==> src/rtl/regfile_pkg.sv <==
// Shared constants and types for the 16x16 register file and its one-hot write-select checker.
package regfile_pkg;

    localparam int unsigned DATA_W = 16;
    localparam int unsigned NREGS  = 16;
    localparam int unsigned ADDR_W = 4;
    localparam int unsigned R0_IDX = 0;
    localparam int unsigned CNT_W  = $clog2(NREGS + 1);

    typedef logic [DATA_W-1:0] reg_data_t;
    typedef logic [ADDR_W-1:0] reg_addr_t;
    typedef logic [NREGS-1:0]  reg_sel_t;

    // R0 is hardwired to zero: never written, never bypassed
    function automatic logic is_r0(input reg_addr_t a);
        return a == ADDR_W'(R0_IDX);
    endfunction

endpackage

==> src/rtl/onehot_encode_16.sv <==
// Classifies a 16-bit write select as zero / one-hot / multi-hot and encodes the set bit's index.
module onehot_encode_16
    import regfile_pkg::*;
(
    input  reg_sel_t  i_sel,
    output reg_addr_t o_index_c,
    output logic      o_is_zero_c,
    output logic      o_is_onehot_c,
    output logic      o_is_multi_c
);

    logic [CNT_W-1:0] w_count;
    reg_addr_t        w_index;

    // Population count plus index of the set bit (meaningful only when exactly one is set)
    always_comb begin
        w_count = '0;
        w_index = '0;
        for (int i = 0; i < int'(NREGS); i++) begin
            if (i_sel[i]) begin
                w_count = w_count + CNT_W'(1);
                w_index = ADDR_W'(i);
            end
        end
    end

    assign o_index_c     = w_index;
    assign o_is_zero_c   = (w_count == CNT_W'(0));
    assign o_is_onehot_c = (w_count == CNT_W'(1));
    assign o_is_multi_c  = (w_count >  CNT_W'(1));

endmodule

==> src/rtl/regfile_16x16_onehot.sv <==
// 16x16 register file with one-hot write select, two registered read ports and multi-hot fault flags.
// Optional same-edge write-to-read forwarding is enabled by defining REGFILE_BYPASS_EN.
module regfile_16x16_onehot
    import regfile_pkg::*;
(
    input  logic      clk,
    input  logic      rst,
    input  reg_sel_t  we_onehot,
    input  reg_data_t wd,
    input  logic      rd_en,
    input  reg_addr_t ra1,
    input  reg_addr_t ra2,
    output reg_data_t rd1,
    output reg_data_t rd2,
    output logic      rd_valid,
    output logic      wr_err,
    output logic      wr_err_sticky
);

    reg_data_t r_regs [NREGS];
    reg_data_t r_rd1;
    reg_data_t r_rd2;
    logic      r_rd_valid;
    logic      r_wr_err;
    logic      r_wr_err_sticky;

    reg_addr_t w_wr_idx;
    logic      w_is_zero;
    logic      w_is_onehot;
    logic      w_is_multi;
    logic      w_wr_commit;
    reg_data_t w_rd1_next;
    reg_data_t w_rd2_next;

    onehot_encode_16 u_sel_enc (
        .i_sel         (we_onehot),
        .o_index_c     (w_wr_idx),
        .o_is_zero_c   (w_is_zero),
        .o_is_onehot_c (w_is_onehot),
        .o_is_multi_c  (w_is_multi)
    );

    // A write commits only for a clean one-hot select that does not target R0
    assign w_wr_commit = w_is_onehot & ~w_is_zero & ~is_r0(w_wr_idx);

    // Read-port data selection, with optional forwarding of the same-edge write
    always_comb begin
        w_rd1_next = r_regs[ra1];
        w_rd2_next = r_regs[ra2];
`ifdef REGFILE_BYPASS_EN
        if (w_wr_commit && (ra1 == w_wr_idx)) begin
            w_rd1_next = wd;
        end
        if (w_wr_commit && (ra2 == w_wr_idx)) begin
            w_rd2_next = wd;
        end
`endif
        if (is_r0(ra1)) begin
            w_rd1_next = '0;
        end
        if (is_r0(ra2)) begin
            w_rd2_next = '0;
        end
    end

    // Register array
    always_ff @(posedge clk) begin
        if (rst) begin
            for (int i = 0; i < int'(NREGS); i++) begin
                r_regs[i] <= '0;
            end
        end else if (w_wr_commit) begin
            r_regs[w_wr_idx] <= wd;
        end
    end

    // Read stage and fault flags
    always_ff @(posedge clk) begin
        if (rst) begin
            r_rd1           <= '0;
            r_rd2           <= '0;
            r_rd_valid      <= 1'b0;
            r_wr_err        <= 1'b0;
            r_wr_err_sticky <= 1'b0;
        end else begin
            r_rd_valid <= rd_en;
            r_wr_err   <= w_is_multi;
            if (rd_en) begin
                r_rd1 <= w_rd1_next;
                r_rd2 <= w_rd2_next;
            end
            if (w_is_multi) begin
                r_wr_err_sticky <= 1'b1;
            end
        end
    end

    assign rd1           = r_rd1;
    assign rd2           = r_rd2;
    assign rd_valid      = r_rd_valid;
    assign wr_err        = r_wr_err;
    assign wr_err_sticky = r_wr_err_sticky;

endmodule

==> config.mk <==
export PLATFORM = sky130hd
export DESIGN_NAME = regfile_16x16_onehot
export DESIGN_NICKNAME = d
export VERILOG_FILES = /design/src/rtl/regfile_pkg.sv /design/src/rtl/onehot_encode_16.sv /design/src/rtl/regfile_16x16_onehot.sv
export SDC_FILE = /design/constraint.sdc
export NUM_CORES = 1
export LEC_CHECK = 0
export ABC_AREA = 1
export CAP_MARGIN = 20
export CORE_UTILIZATION = 50
export DETAILED_ROUTE_END_ITERATION = 10
export PLACE_DENSITY = 0.68
export RECOVER_POWER = 100
export SLEW_MARGIN = 5
export SYNTH_ARGS = -nofsm -noshare
export SYNTH_HDL_FRONTEND = slang
export SYNTH_HIERARCHICAL = 1
export SYNTH_SLANG_ARGS = --single-unit
==> constraint.sdc <==
create_clock -name clk -period 23.6 [get_ports clk]
set_clock_uncertainty 0.05 [all_clocks]
set_input_delay 7.08 -clock clk [delete_from_list [all_inputs] [get_ports clk]]
set_output_delay 7.08 -clock clk [all_outputs]
set_load 0.02 [all_outputs]
# Word-level counts from Yosys, hierarchy flattened
# Memory sizes are Yosys's and may differ from the RTL's.
# Cells that the tools add are included.
# totals
output_inout_bits,35
ramBits,256
elab_cells,73
n_memories,1
inputBits,43
register_bits,35
# memory_table
memory,words,word_bits,read_ports,rd_ports_with_merged_regs,write_ports,line,source
r_regs,16,16,2,0,16,regfile_16x16_onehot.sv:20,reg_data_t r_regs [NREGS];
# op_classes
n_mux,41
n_eq_ne,1
n_addsub,15
n_reduce_logical,5
n_bitwise,4
magnitude_cmp,1
# ops
operator,count
two-way mux 5 bit,15
adder 5 x 1 -> 5 bit (second input constant),14
two-way mux 16 bit,3
two-way mux 4 bit,9
OR reduction 16 bit,1
logical NOT 4 bit,3
two-way mux 3 bit,4
two-way mux 1 bit,8
equality test 5 x 1 -> 1 bit (second input constant),1
greater-than comparator 5 x 1 -> 1 bit (second input constant),1
logical NOT 5 bit,1
two-way mux 2 bit,2
adder 1 x 1 -> 2 bit (second input constant),1
bitwise AND 1 bit,2
inverter 1 bit,2

# Depth between registers and ports, before layout
# logic_depth
word_depth,40
ltp_mapped,58
mapped_depth_nobuf,57

# Cells and area by module
# The synthesis kept the hierarchy.
# by_module_without_submodules
mod,area_each_um2,cells_per_inst,instances,seq_area_each_um2
regfile_16x16_onehot,16318.2,2192,1,8388.0
onehot_encode_16,2388.5,454,1,0.0

# Least setup slack after synthesis
# Ideal clock, no wire load.
# synth_path
kind,in2reg
startpoint,input port we_onehot[0]
endpoint,"memory r_regs[10][0] (netlist name), enable pin"
arrival_ns,14.486
setup_slack_ns,8.693
setup_time_ns,0.372
path_buffers,1
required_time_ns,23.178
path_stages,57
path_cell_list,inv_1 -> ha_1 -> nand2_2 -> inv_1 -> nor2_1 -> nand2_1 -> nand3_1 -> nand2_1 -> ha_1 -> or2_1 -> nand2_1 -> nand2_1 -> nand3_1 -> nand2_1 -> ha_1 -> or2_2 -> nand2_1 -> nand2_1 -> (+21 left out) -> ha_1 -> or2_2 -> nand2_1 -> inv_1 -> ha_1 -> nand2_1 -> nand3b_2 -> inv_2 -> nand2_1 -> nor2_1 -> nor2_2 -> nor2_1 -> nor2_1 -> nand2_1 -> nor3_4 -> nand2_2 -> buf_2 -> nand2_1
# synth_rtl
element,line,source
from (decl),regfile_16x16_onehot.sv:8,"input reg_sel_t we_onehot,"
to (decl),regfile_16x16_onehot.sv:20,

==> impl_metrics.py <==
metrics = {
    "outcome": {
        "outcome": "finished, violations left",
        "violations": "max-capacitance violations, max-slew violations",
    },
    "sta": {
        "hold_ws_ns": 0.412,
        "timing.final.crit_share_pct": 74.3,
        "period_minus_slack_ns": 17.54,
        "worst_slew_pin_slew_ns": 3.65,
        "finalWorstSetupSlack_ns": 6.06,
        "fin_tns_setup_ns": 0,
        "setup_viol": 0,
        "rsz0062_at_grt": "false",
        "slew_violations": 168,
        "slew_headroom_pct": -144,
        "hold_viol": 0,
        "max_freq_ghz": 0.0570,
    },
    "drt": {
        "ant_nets": 0,
        "wl_met1_mm": 26.1,
        "vias": 17667,
        "highest_layer": "met4",
        "met3_length_mm": 7.03,
        "drt_wl_total_mm": 63.6,
        "drc": 0,
        "first_pass_iters": 9,
        "wl_met2_mm": 27.1,
        "via_per_inst": 5.63,
        "drt-initial-drc-count": 2431,
        "wl_per_cell_um": 20.3,
    },
    "run": {
        "drv_cap": 5,
    },
    "synth": {
        "synth_top_family_by_area": "simple AND/OR/NAND/NOR gates",
        "synth.avg_cell_area_um2": 7.07,
        "synth_xor_area_share_pct": 0.0468,
        "synth_area_mm2": 0.0187,
        "synth_compound_area_share_pct": 1.46,
        "synth_cells": 2646,
        "synth_seq_area_share_pct": 44.8,
        "synth_seq_cells": 291,
        "muxShareOfSynthArea_pct": 0,
        "ys_types": 34,
        "yosysWarnings": 6,
        "synth_adder_area_share_pct": 1.07,
        "synth-simple-area-share_pct": 40.8,
    },
    "cells_and_area": {
        "layout-drive-gt1-share_pct": 5.06,
        "layout_commonest_cell": "nand2_1",
        "multiInputGateArea_mm2": 0.00807,
        "fin_util_pct": 55.7,
        "fin_area_mm2": 0.0205,
        "layout_common_cells": "nand2_1, nand3_1, inv_1, nor2_1, edfxtp_1",
        "insertedDiodeCount": 0,
        "syn2layout_area_growth_pct": 9.35,
        "fin_cells": 3136,
        "seqCellArea_mm2": 0.00839,
        "fin_nets": 2705,
        "fillCellCount": 3511,
    },
    "worst_setup_path": {
        "critPathKind": "input pin to flip-flop",
        "setup.worst_path.end_class": "flip-flop",
        "slowest_delay_ns": 1.26,
        "crit_required_ns": 23.77,
        "cp-start-kind": "input pin",
        "cp.arrival_ns": 17.72,
        "crit_path_frequent_cell": "nand2_1",
        "worst-path-max-fanout": 17,
        "cpMaxStageDelayCell": "nor3_1",
    },
    "die": {
        "core_mm2": 0.0367,
        "die_h_um": 195,
        "die_area_mm2": 0.0382,
        "die_x_um": 195,
        "rows": 70,
        "ios": 78,
        "initial_core_util_pct": 51.0,
    },
    "clocking": {
        "numCtsBuffers": 31,
        "ctsResizeCount": 0,
        "postCtsSetupBuffers": 0,
        "tritoncts": "done",
        "clk_latency_ns": 0.59,
        "cts_hold_buffers": 0,
        "cts_sinks": 291,
        "cts_buffer_depth": 3,
        "htree_levels": 1,
        "root_buffer": "clkbuf_16",
        "cts.clk_slew.worst_paths_ns": 0.06,
    },
    "global_route": {
        "grt_pass1_vias": 16293,
        "globalRoute.totalOverflow": 0,
        "grt_pass1_wl_mm": 96.2,
        "grt_max_degree": 100,
        "antenna_found_initial": 0,
        "grt_usage_pct": 33.5,
    },
    "power_and_ir_drop": {
        "total_power_mw": 1.41,
        "p_sw_share_pct": 31.3,
        "p_int_mw": 0.967,
        "p_leak_nw": 10.1,
        "clockPowerShare_pct": 35.2,
        "ir_drop_v": 0.0000498,
        "switchingPower_mw": 0.440,
        "combPwrFrac_pct": 21.8,
        "pwr_density_cell_mw_per_mm2": 68.7,
        "p_seq_share_pct": 43.0,
    },
    "placement": {
        "gp_congestion": 0.955,
        "dp_hpwl_mm": 42.4,
        "dp_slack_ns": 6.99,
        "port_buffers": 77,
        "place_area_mm2": 0.0195,
        "dp_cells": 3078,
    },
    "min_path": {
        "min_path_type": "flip-flop to flip-flop",
    },
}
Yosys cell counts:
cell / number / area [um^2]
ha_1: 16 / 200
dfxtp_1: 35 / 701
nor3_4: 4 / 65.1
a31oi_2: 2 / 25.0
nand3b_1: 11 / 82.6
nand4_1: 1 / 6.26
buf_6: 12 / 135
nand2_4: 16 / 180
or2_1: 1 / 6.26
buf_4: 3 / 22.5
inv_1: 370 / 1390
nand2_1: 957 / 3590
nor2_1: 268 / 1010
inv_4: 1 / 6.26
buf_2: 93 / 465
nand2_2: 30 / 188
buf_1: 3 / 11.3
conb_1: 1 / 3.75
xor2_1: 1 / 8.76
nor2_2: 5 / 31.3
nand3_2: 7 / 70.1
nor4_1: 2 / 12.5
nand3b_2: 1 / 11.3
o21ai_0: 8 / 40.0
inv_2: 11 / 41.3
nor2_4: 1 / 11.3
or2_2: 5 / 31.3
nand3_1: 443 / 2220
clkinv_1: 1 / 3.75
clkbuf_1: 33 / 124
edfxtp_1: 256 / 7690
o21ai_2: 1 / 8.76
nand3_4: 7 / 123
a21oi_1: 40 / 200
power by group through the flow:
stage,combinational [mW],sequential (mW),clock [mW]
2_1_floorplan,0.206,0.615,0
3_3_place_gp,0.295,0.615,0
3_5_place_dp,0.299,0.615,0
4_1_cts,0.301,0.605,0.496
5_1_grt,0.339,0.607,0.513
6_report,0.307,0.605,0.495
kinds of logic (layout without fill, tap and decap cells):
family / Yosys count / count (layout)
buffers and inverters: 527 / 534
flip-flops: 291 / 291
AO/OA/AOI/OAI: 51 / 51
XOR/XNOR: 1 / 1
other: 1 / 16
AND/OR/NAND/NOR: 1759 / 1759
adder cells (fa/ha/maj): 16 / 16
flip-flops by register name, indices dropped and copies added (netlist names):
| signal | count |
|---|---|
| wr_err_sticky | 1 |
| rd1 | 16 |
| r_regs | 256 |
| rd_valid | 1 |
| wr_err | 1 |
| rd2 | 16 |
cell type report:
cell class | count | share of cell area, %
Timing Repair Buffer | 96 | 4.64
Clock inverter | 19 | 1.07
Inverter | 383 | 7.06
Multi-Input combinational cell | 1843 | 39.5
Tap cell | 468 | 2.86
Sequential cell | 291 | 41.0
Clock buffer | 36 | 3.88
critical path: cells and delay by family:
kind / cells / cell delay, ns
and+or+nand+nor: 42 / 7.23
buffers and inverters: 5 / 0.87
xor gates and xnor gates: 1 / 0.16
adders and majority gates: 8 / 2.33
final timing paths:
kind           startpoint      endpoint  slack, ns  cells after the start
max          we_onehot[0]  r_regs[9][9]       6.06                     56
min               rd2[12]       rd2[12]       0.41                      2
max reg2reg  r_regs[2][6]        rd1[6]      21.76                     10
min reg2reg       rd2[12]       rd2[12]       0.41                      2
metal layers:
metal  up-vias  track usage, %
li1       8262               -
met3       173            5.47
met1      8103            46.9
met2      1129            50.3
met5         -               0
met4         0            16.9
Note: power is estimated with default switching activity, not from simulation.
